<file path="src/rtl/mc_pkg.sv">
// Shared encodings for the multicycle controller: states, opcodes, function fields, ALU codes.
// Pure constants and types; no logic.
package mc_pkg;

    typedef enum logic [3:0] {
        FETCH    = 4'd0,
        DECODE   = 4'd1,
        EXEC_R   = 4'd2,
        R_WB     = 4'd3,
        MEM_ADDR = 4'd4,
        MEM_RD   = 4'd5,
        MEM_WB   = 4'd6,
        MEM_WR   = 4'd7,
        BRANCH   = 4'd8,
        JUMP     = 4'd9,
        IMM_EX   = 4'd10,
        IMM_WB   = 4'd11,
        ILLEGAL  = 4'd12,
        TRAP     = 4'd13
    } state_e;

    localparam logic [5:0] OP_RTYPE = 6'b000000;
    localparam logic [5:0] OP_LW    = 6'b100011;
    localparam logic [5:0] OP_SW    = 6'b101011;
    localparam logic [5:0] OP_BEQ   = 6'b000100;
    localparam logic [5:0] OP_BNE   = 6'b000101;
    localparam logic [5:0] OP_J     = 6'b000010;
    localparam logic [5:0] OP_ADDI  = 6'b001000;
    localparam logic [5:0] OP_ORI   = 6'b001101;

    localparam logic [5:0] FN_ADD  = 6'b100000;
    localparam logic [5:0] FN_SUB  = 6'b100010;
    localparam logic [5:0] FN_AND  = 6'b100100;
    localparam logic [5:0] FN_OR   = 6'b100101;
    localparam logic [5:0] FN_ASR  = 6'b101010;
    localparam logic [5:0] FN_SLLV = 6'b000100;
    localparam logic [5:0] FN_NOP  = 6'b000000;

    localparam logic [3:0] ALU_AND  = 4'b0000;
    localparam logic [3:0] ALU_OR   = 4'b0001;
    localparam logic [3:0] ALU_ADD  = 4'b0010;
    localparam logic [3:0] ALU_SUB  = 4'b0011;
    localparam logic [3:0] ALU_SLLV = 4'b1001;
    localparam logic [3:0] ALU_ASR  = 4'b1010;

endpackage

</file>
<file path="src/rtl/alu_func_decoder.sv">
// R-type function field to ALU select; func_vld flags a recognised function.
// Latency: combinational; backpressure: none.
module alu_func_decoder
    import mc_pkg::*;
#(
    parameter int FUNC_W    = 6,
    parameter int ALU_SEL_W = 4
) (
    input  logic [FUNC_W-1:0]    func,
    output logic [ALU_SEL_W-1:0] alu_sel,
    output logic                 func_vld
);

    always_comb begin
        alu_sel  = '0;
        func_vld = 1'b1;
        case (func)
            FUNC_W'(FN_ADD):  alu_sel = ALU_SEL_W'(ALU_ADD);
            FUNC_W'(FN_SUB):  alu_sel = ALU_SEL_W'(ALU_SUB);
            FUNC_W'(FN_AND):  alu_sel = ALU_SEL_W'(ALU_AND);
            FUNC_W'(FN_OR):   alu_sel = ALU_SEL_W'(ALU_OR);
            FUNC_W'(FN_ASR):  alu_sel = ALU_SEL_W'(ALU_ASR);
            // the all-zero NOP encoding runs harmlessly through the variable shifter
            FUNC_W'(FN_SLLV),
            FUNC_W'(FN_NOP):  alu_sel = ALU_SEL_W'(ALU_SLLV);
            default:          func_vld = 1'b0;
        endcase
    end

endmodule

</file>
<file path="src/rtl/mc_control_fsm.sv">
// Multicycle CPU control FSM with memory-wait timeout trap; Moore outputs plus mem_ready strobes.
// Latency: 3-5 cycles per instruction with ready memory; backpressure: stalls in mem_req states on mem_ready.
module mc_control_fsm
    import mc_pkg::*;
#(
    parameter int OP_W      = 6,
    parameter int FUNC_W    = 6,
    parameter int ALU_SEL_W = 4,
    parameter int TIMEOUT   = 15
) (
    input  logic                 CLK,
    input  logic                 RST_N,
    input  logic [OP_W-1:0]      Op,
    input  logic [FUNC_W-1:0]    func,
    input  logic                 mem_ready,
    output logic                 mem_req,
    output logic                 MtoRFsel,
    output logic                 RFDSel,
    output logic                 IDSel,
    output logic                 ALU_In_sel,
    output logic [1:0]           PCSel,
    output logic [1:0]           ALU_In2_sel,
    output logic                 IRWE,
    output logic                 DMWE,
    output logic                 RFWE,
    output logic                 PC_write,
    output logic                 branch,
    output logic                 jump,
    output logic [ALU_SEL_W-1:0] ALU_sel,
    output logic                 illegal,
    output logic                 trap
);

    state_e                state_q, state_d;
    logic [OP_W-1:0]       op_q, op_d;
    logic [ALU_SEL_W-1:0]  alu_r_q, alu_r_d;
    logic [7:0]            cnt_q, cnt_d;
    logic [ALU_SEL_W-1:0]  dec_alu;
    logic                  dec_vld;
    logic                  mem_wait;
    logic                  timeout_hit;

    alu_func_decoder #(
        .FUNC_W    (FUNC_W),
        .ALU_SEL_W (ALU_SEL_W)
    ) u_alu_func_decoder (
        .func     (func),
        .alu_sel  (dec_alu),
        .func_vld (dec_vld)
    );

    assign mem_wait    = ((state_q == FETCH) || (state_q == MEM_RD) || (state_q == MEM_WR)) && !mem_ready;
    assign timeout_hit = (({1'b0, cnt_q} + 9'd1) == 9'(TIMEOUT));

    always_ff @(posedge CLK or negedge RST_N) begin
        if (!RST_N) begin
            state_q <= FETCH;
            op_q    <= '0;
            alu_r_q <= '0;
            cnt_q   <= '0;
        end else begin
            state_q <= state_d;
            op_q    <= op_d;
            alu_r_q <= alu_r_d;
            cnt_q   <= cnt_d;
        end
    end

    // Op/func are captured only in DECODE so later states are immune to IR changes
    always_comb begin
        state_d = state_q;
        op_d    = op_q;
        alu_r_d = alu_r_q;
        cnt_d   = '0;
        case (state_q)
            FETCH:    if (mem_ready) state_d = DECODE;
            DECODE: begin
                op_d    = Op;
                alu_r_d = dec_alu;
                case (Op)
                    OP_W'(OP_RTYPE):           state_d = dec_vld ? EXEC_R : ILLEGAL;
                    OP_W'(OP_LW), OP_W'(OP_SW):    state_d = MEM_ADDR;
                    OP_W'(OP_BEQ), OP_W'(OP_BNE):  state_d = BRANCH;
                    OP_W'(OP_J):               state_d = JUMP;
                    OP_W'(OP_ADDI), OP_W'(OP_ORI): state_d = IMM_EX;
                    default:                   state_d = ILLEGAL;
                endcase
            end
            EXEC_R:   state_d = R_WB;
            MEM_ADDR: state_d = (op_q == OP_W'(OP_LW)) ? MEM_RD : MEM_WR;
            MEM_RD:   if (mem_ready) state_d = MEM_WB;
            MEM_WR:   if (mem_ready) state_d = FETCH;
            IMM_EX:   state_d = IMM_WB;
            TRAP:     state_d = TRAP;
            default:  state_d = FETCH;
        endcase
        // completion wins over timeout because mem_wait already excludes mem_ready
        if (mem_wait) begin
            cnt_d = cnt_q + 8'd1;
            if (timeout_hit) state_d = TRAP;
        end
    end

    always_comb begin
        mem_req     = 1'b0;
        MtoRFsel    = 1'b0;
        RFDSel      = 1'b0;
        IDSel       = 1'b0;
        ALU_In_sel  = 1'b0;
        PCSel       = 2'b00;
        ALU_In2_sel = 2'b00;
        IRWE        = 1'b0;
        DMWE        = 1'b0;
        RFWE        = 1'b0;
        PC_write    = 1'b0;
        branch      = 1'b0;
        jump        = 1'b0;
        ALU_sel     = '0;
        illegal     = 1'b0;
        trap        = 1'b0;
        if (!RST_N) begin
            ALU_sel = ALU_SEL_W'(ALU_ADD);
        end else begin
            case (state_q)
                FETCH: begin
                    mem_req     = 1'b1;
                    ALU_In2_sel = 2'b01;
                    ALU_sel     = ALU_SEL_W'(ALU_ADD);
                    IRWE        = mem_ready;
                    PC_write    = mem_ready;
                end
                EXEC_R: begin
                    ALU_In_sel = 1'b1;
                    ALU_sel    = alu_r_q;
                end
                R_WB: begin
                    RFWE   = 1'b1;
                    RFDSel = 1'b1;
                end
                MEM_ADDR: begin
                    ALU_In_sel  = 1'b1;
                    ALU_In2_sel = 2'b10;
                    ALU_sel     = ALU_SEL_W'(ALU_ADD);
                end
                MEM_RD: begin
                    IDSel   = 1'b1;
                    mem_req = 1'b1;
                end
                MEM_WB: begin
                    RFWE     = 1'b1;
                    MtoRFsel = 1'b1;
                end
                MEM_WR: begin
                    IDSel   = 1'b1;
                    mem_req = 1'b1;
                    DMWE    = mem_ready;
                end
                BRANCH: begin
                    ALU_In_sel = 1'b1;
                    ALU_sel    = ALU_SEL_W'(ALU_SUB);
                    PCSel      = 2'b01;
                    branch     = 1'b1;
                    jump       = (op_q == OP_W'(OP_BNE));
                end
                JUMP: begin
                    PCSel    = 2'b10;
                    PC_write = 1'b1;
                end
                IMM_EX: begin
                    ALU_In_sel  = 1'b1;
                    ALU_In2_sel = 2'b10;
                    ALU_sel     = (op_q == OP_W'(OP_ORI)) ? ALU_SEL_W'(ALU_OR) : ALU_SEL_W'(ALU_ADD);
                end
                IMM_WB:   RFWE    = 1'b1;
                ILLEGAL:  illegal = 1'b1;
                TRAP:     trap    = 1'b1;
                default: ;
            endcase
        end
    end

endmodule
</file>
<file path="config.mk">
export PLATFORM = sky130hd
export DESIGN_NAME = mc_control_fsm
export DESIGN_NICKNAME = d
export VERILOG_FILES = /design/src/rtl/mc_pkg.sv /design/src/rtl/alu_func_decoder.sv /design/src/rtl/mc_control_fsm.sv
export SDC_FILE = /design/constraint.sdc
export NUM_CORES = 1
export LEC_CHECK = 0
export CORE_ASPECT_RATIO = 0.5
export CORE_UTILIZATION = 49
export CTS_BUF_LIST = sky130_fd_sc_hd__clkbuf_2 sky130_fd_sc_hd__clkbuf_4 sky130_fd_sc_hd__clkbuf_8
export DETAILED_ROUTE_END_ITERATION = 8
export GPL_TIMING_DRIVEN = 0
export PLACE_DENSITY_LB_ADDON = 0.2
export RECOVER_POWER = 25
export SLEW_MARGIN = 20
export SYNTH_ARGS = -nofsm -noshare
export SYNTH_HDL_FRONTEND = slang
export SYNTH_HIERARCHICAL = 1
export SYNTH_SLANG_ARGS = --single-unit
export TNS_END_PERCENT = 10
</file>
<file path="constraint.sdc">
create_clock -name CLK -period 2.2 [get_ports CLK]
set_input_delay 0.44 -clock CLK [delete_from_list [all_inputs] [get_ports CLK]]
set_output_delay 0.44 -clock CLK [all_outputs]
set_load 0.1 [all_outputs]
</file>
==> results.txt <==
outcome: completed
Area contributors post-synth: dfrtp_1 35%, mux2_2 5.7%, nor2_1 5.5%, nor2b_1 2.8%, nand2_1 2.6%
Clock Tree Buf Depth: 2
vias in the first global route: 1373
worst clock skew: 2.78 ps
Starting Density: 52.3%
final hold vios: 0
WP data arrival: 1740 ps
NetSw: 0.00133 W
initial DRC count: 124
Synth cell types: 58
die footprint: 3480 µm²
Pre-Repair DR Iteration Count: 5
# clock sinks: 22
DR DRC count: 0
final antenna diode count: 0
Clock Power Share: 13.6%
share of power burned in registers: 23.2%
Num CTS Buffers: 3
total power per unit cell area: 1240 nW/µm²
crit-path max cell delay: 450 ps
RSZ-0062 raised after global routing: yes
Worst Reg-to-Reg Cells: 5
clock slew at reported path FFs: 80 ps
remaining antenna violation count: 0
Critical Path Start Type: flop
syn_nets: 195
Layout area overhead: 38.9%
total track usage: 24.7%
WL final: 4060 µm
Ys Warns: 6
vias: 1466
top_reg_cell synth: dfrtp_1
Pleak: 0.938 nW
Routability Congestion: 0.827
capture point of the worst reg-to-reg path: op_q[2]
fin crit period: 2180 ps
max_cap viols: 0
Post-Synthesis Cells: 178
Worst Setup SP: state_q[3]
Synth top cells by count: 23 x nor2_1, 22 x dfrtp_1, 11 x nand2_1, 8 x a21oi_1, 8 x mux2_2
worst flop-to-flop path startpoint: state_q[1]
register bit count reported by yosys: 22
worst hold-check path type: in2async
CTS Root Cell: clkbuf_8
via/cell ratio: 5.73
Syn Area/Cell: 8.90 µm²
CP Class: reg2out
Cell Rows: 14
Worst setup EP type: output port
CTS tree: yes
layout cell share with drive strength beyond 1: 36.6%
initial antenna violation count: 0
largest net degree at the start of global routing: 31
Critical-path top delay cell: or3b_1
synthesized area: 1580 µm²
die height: 42.2 µm
TNS Setup: 0 ps
Req. time, crit path: 1760 ps
area leader, netlist: dfrtp_1
crit-path max FO: 10
CTS H-Tree Depth: 1
setup violators final: 0
most frequent cell after synthesis: nor2_1
# nets final: 234
Die W: 82.4 µm
I/O Buffers: 33
Slew Viols, Final: 0
Comb pwr share: 63.2%
Yosys top cell area share: 34.8%
hold_ws: 94.5 ps
register area share after synthesis: 34.8%
count of flip-flops with a built-in enable after synthesis: 0
core area: 3030 µm²
io pins: 36
CTS hold repair buffers: 0
clock latency on the worst-skew pair: 260 ps
Fmax: 458 MHz
first-pass GRT wire length: 6310 µm
Max rail drop VDD: 0.000745 V
Sw Ratio: 48.6%
crit path cell chain: clkbuf_4 -> or3b_1 -> a21oi_1 -> buf_6
P_int: 0.00141 W
FFs w/ async S/R, synth: 100%
Avg WL per Cell: 15.9 µm
gr ovfl total: 0
DP HPWL: 2750 µm
post-route clock period utilization: 99.2%
R2R Setup Slk: 370 ps
## layout make-up
cell class,instances,area [µm²]
clock inverter,1,30.0
clock buffer,3,41.3
fill,239,830
buffer,13,108
tap,40,50.0
inverter,2,7.51
sequential,22,552
timing repair buffer,34,334
multi-input combinational,141,1080
## power by group through the flow
stage	logic (W)	registers, W	clock network, W
4_1_cts	0.00165	0.000621	0.000382
2_1_floorplan	0.00126	0.000601	0
3_5_place_dp	0.00156	0.000624	0
3_3_place_gp	0.00154	0.000619	0
6_report	0.00173	0.000637	0.000372
5_1_grt	0.00183	0.000652	0.000401
## cell usage in the layout (no fill, tap or decap), types with 5 or more instances in the layout
| cell type | synthesis | layout |
|---|---|---|
| a21oi_1 | 8 | 6 |
| nand2_1 | 11 | 10 |
| dfrtp_1 | 22 | 21 |
| buf_4 | 3 | 11 |
| nand3_1 | 6 | 6 |
| nor2b_1 | 7 | 6 |
| and3_1 | 6 | 6 |
| buf_2 | 6 | 5 |
| mux2_2 | 8 | 8 |
| clkdlybuf4s50_1 | 0 | 9 |
| buf_6 | 1 | 8 |
| nor2_1 | 23 | 22 |
## cell families (layout without fill, tap and decap cells)
logic type,count (synthesis),in the layout,share of synthesized area (%)
XOR/XNOR,8,8,4.42
adder cells (fa/ha/maj),2,2,1.58
AO/OA/AOI/OAI,27,27,12.6
buffers and inverters,15,53,5.21
other,1,1,0.237
AND/OR/NAND/NOR,91,91,32.8
multiplexers,12,12,8.45
flip-flops,22,22,34.8
## state kept, by name (all words and copies together), names as in the netlist
signal   cells
state_q      4
cnt_q        8
op_q         6
alu_r_q      4
## worst max-delay path: cells and delay by family, from the launching register on
| family | cells | cell delay (ps) |
|---|---|---|
| DFF | 1 | 380 |
| and+or+nand+nor | 1 | 450 |
| buffers and inverters | 2 | 450 |
| AOI/OAI and AO/OA | 1 | 200 |
## metrics by stage
stage	instance area, µm²	total power, W	setup slack, ps	utilization, %	instances
5_1_grt	2200	0.00288	-32.1	72.6	256
3_5_place_dp	2030	0.00219	-1240	66.9	251
6_report	2200	0.00274	17.6	72.6	256
4_1_cts	2140	0.00265	-2.77	70.5	255
3_3_place_gp	2030	0.00216	-2070	67.1	251
2_1_floorplan	1650	0.00186	-941	-	178
## how the worst max path moves through the flow
| stage | to | slack, ps |
|---|---|---|
| floorplan | PC_write | -940 |
| finish | ALU_In2_sel[1] | 20 |
| detailed placement | ALU_sel[2] | -1240 |
| global placement | ALU_sel[3] | -2070 |
| global route | ALU_sel[2] | -30 |
| CTS | ALU_sel[3] | -3 |
## repair_timing
item,CTS,global route
pin swaps,2,3
hold endpoints to repair,0,0
gates resized for setup,150,17
endpoints found under the setup margin,24,14
setup buffers,0,1
## metal layers
metal  GRT usage, %  vias up  share of wire (%)
met3           5.00        6                5.6
met4           5.61        0                1.1
met5              0        -                  0
li1               -      714                  -
met2           42.6       47                 48
met1           31.7      699                 45
Power figures use the tool's default switching activity.
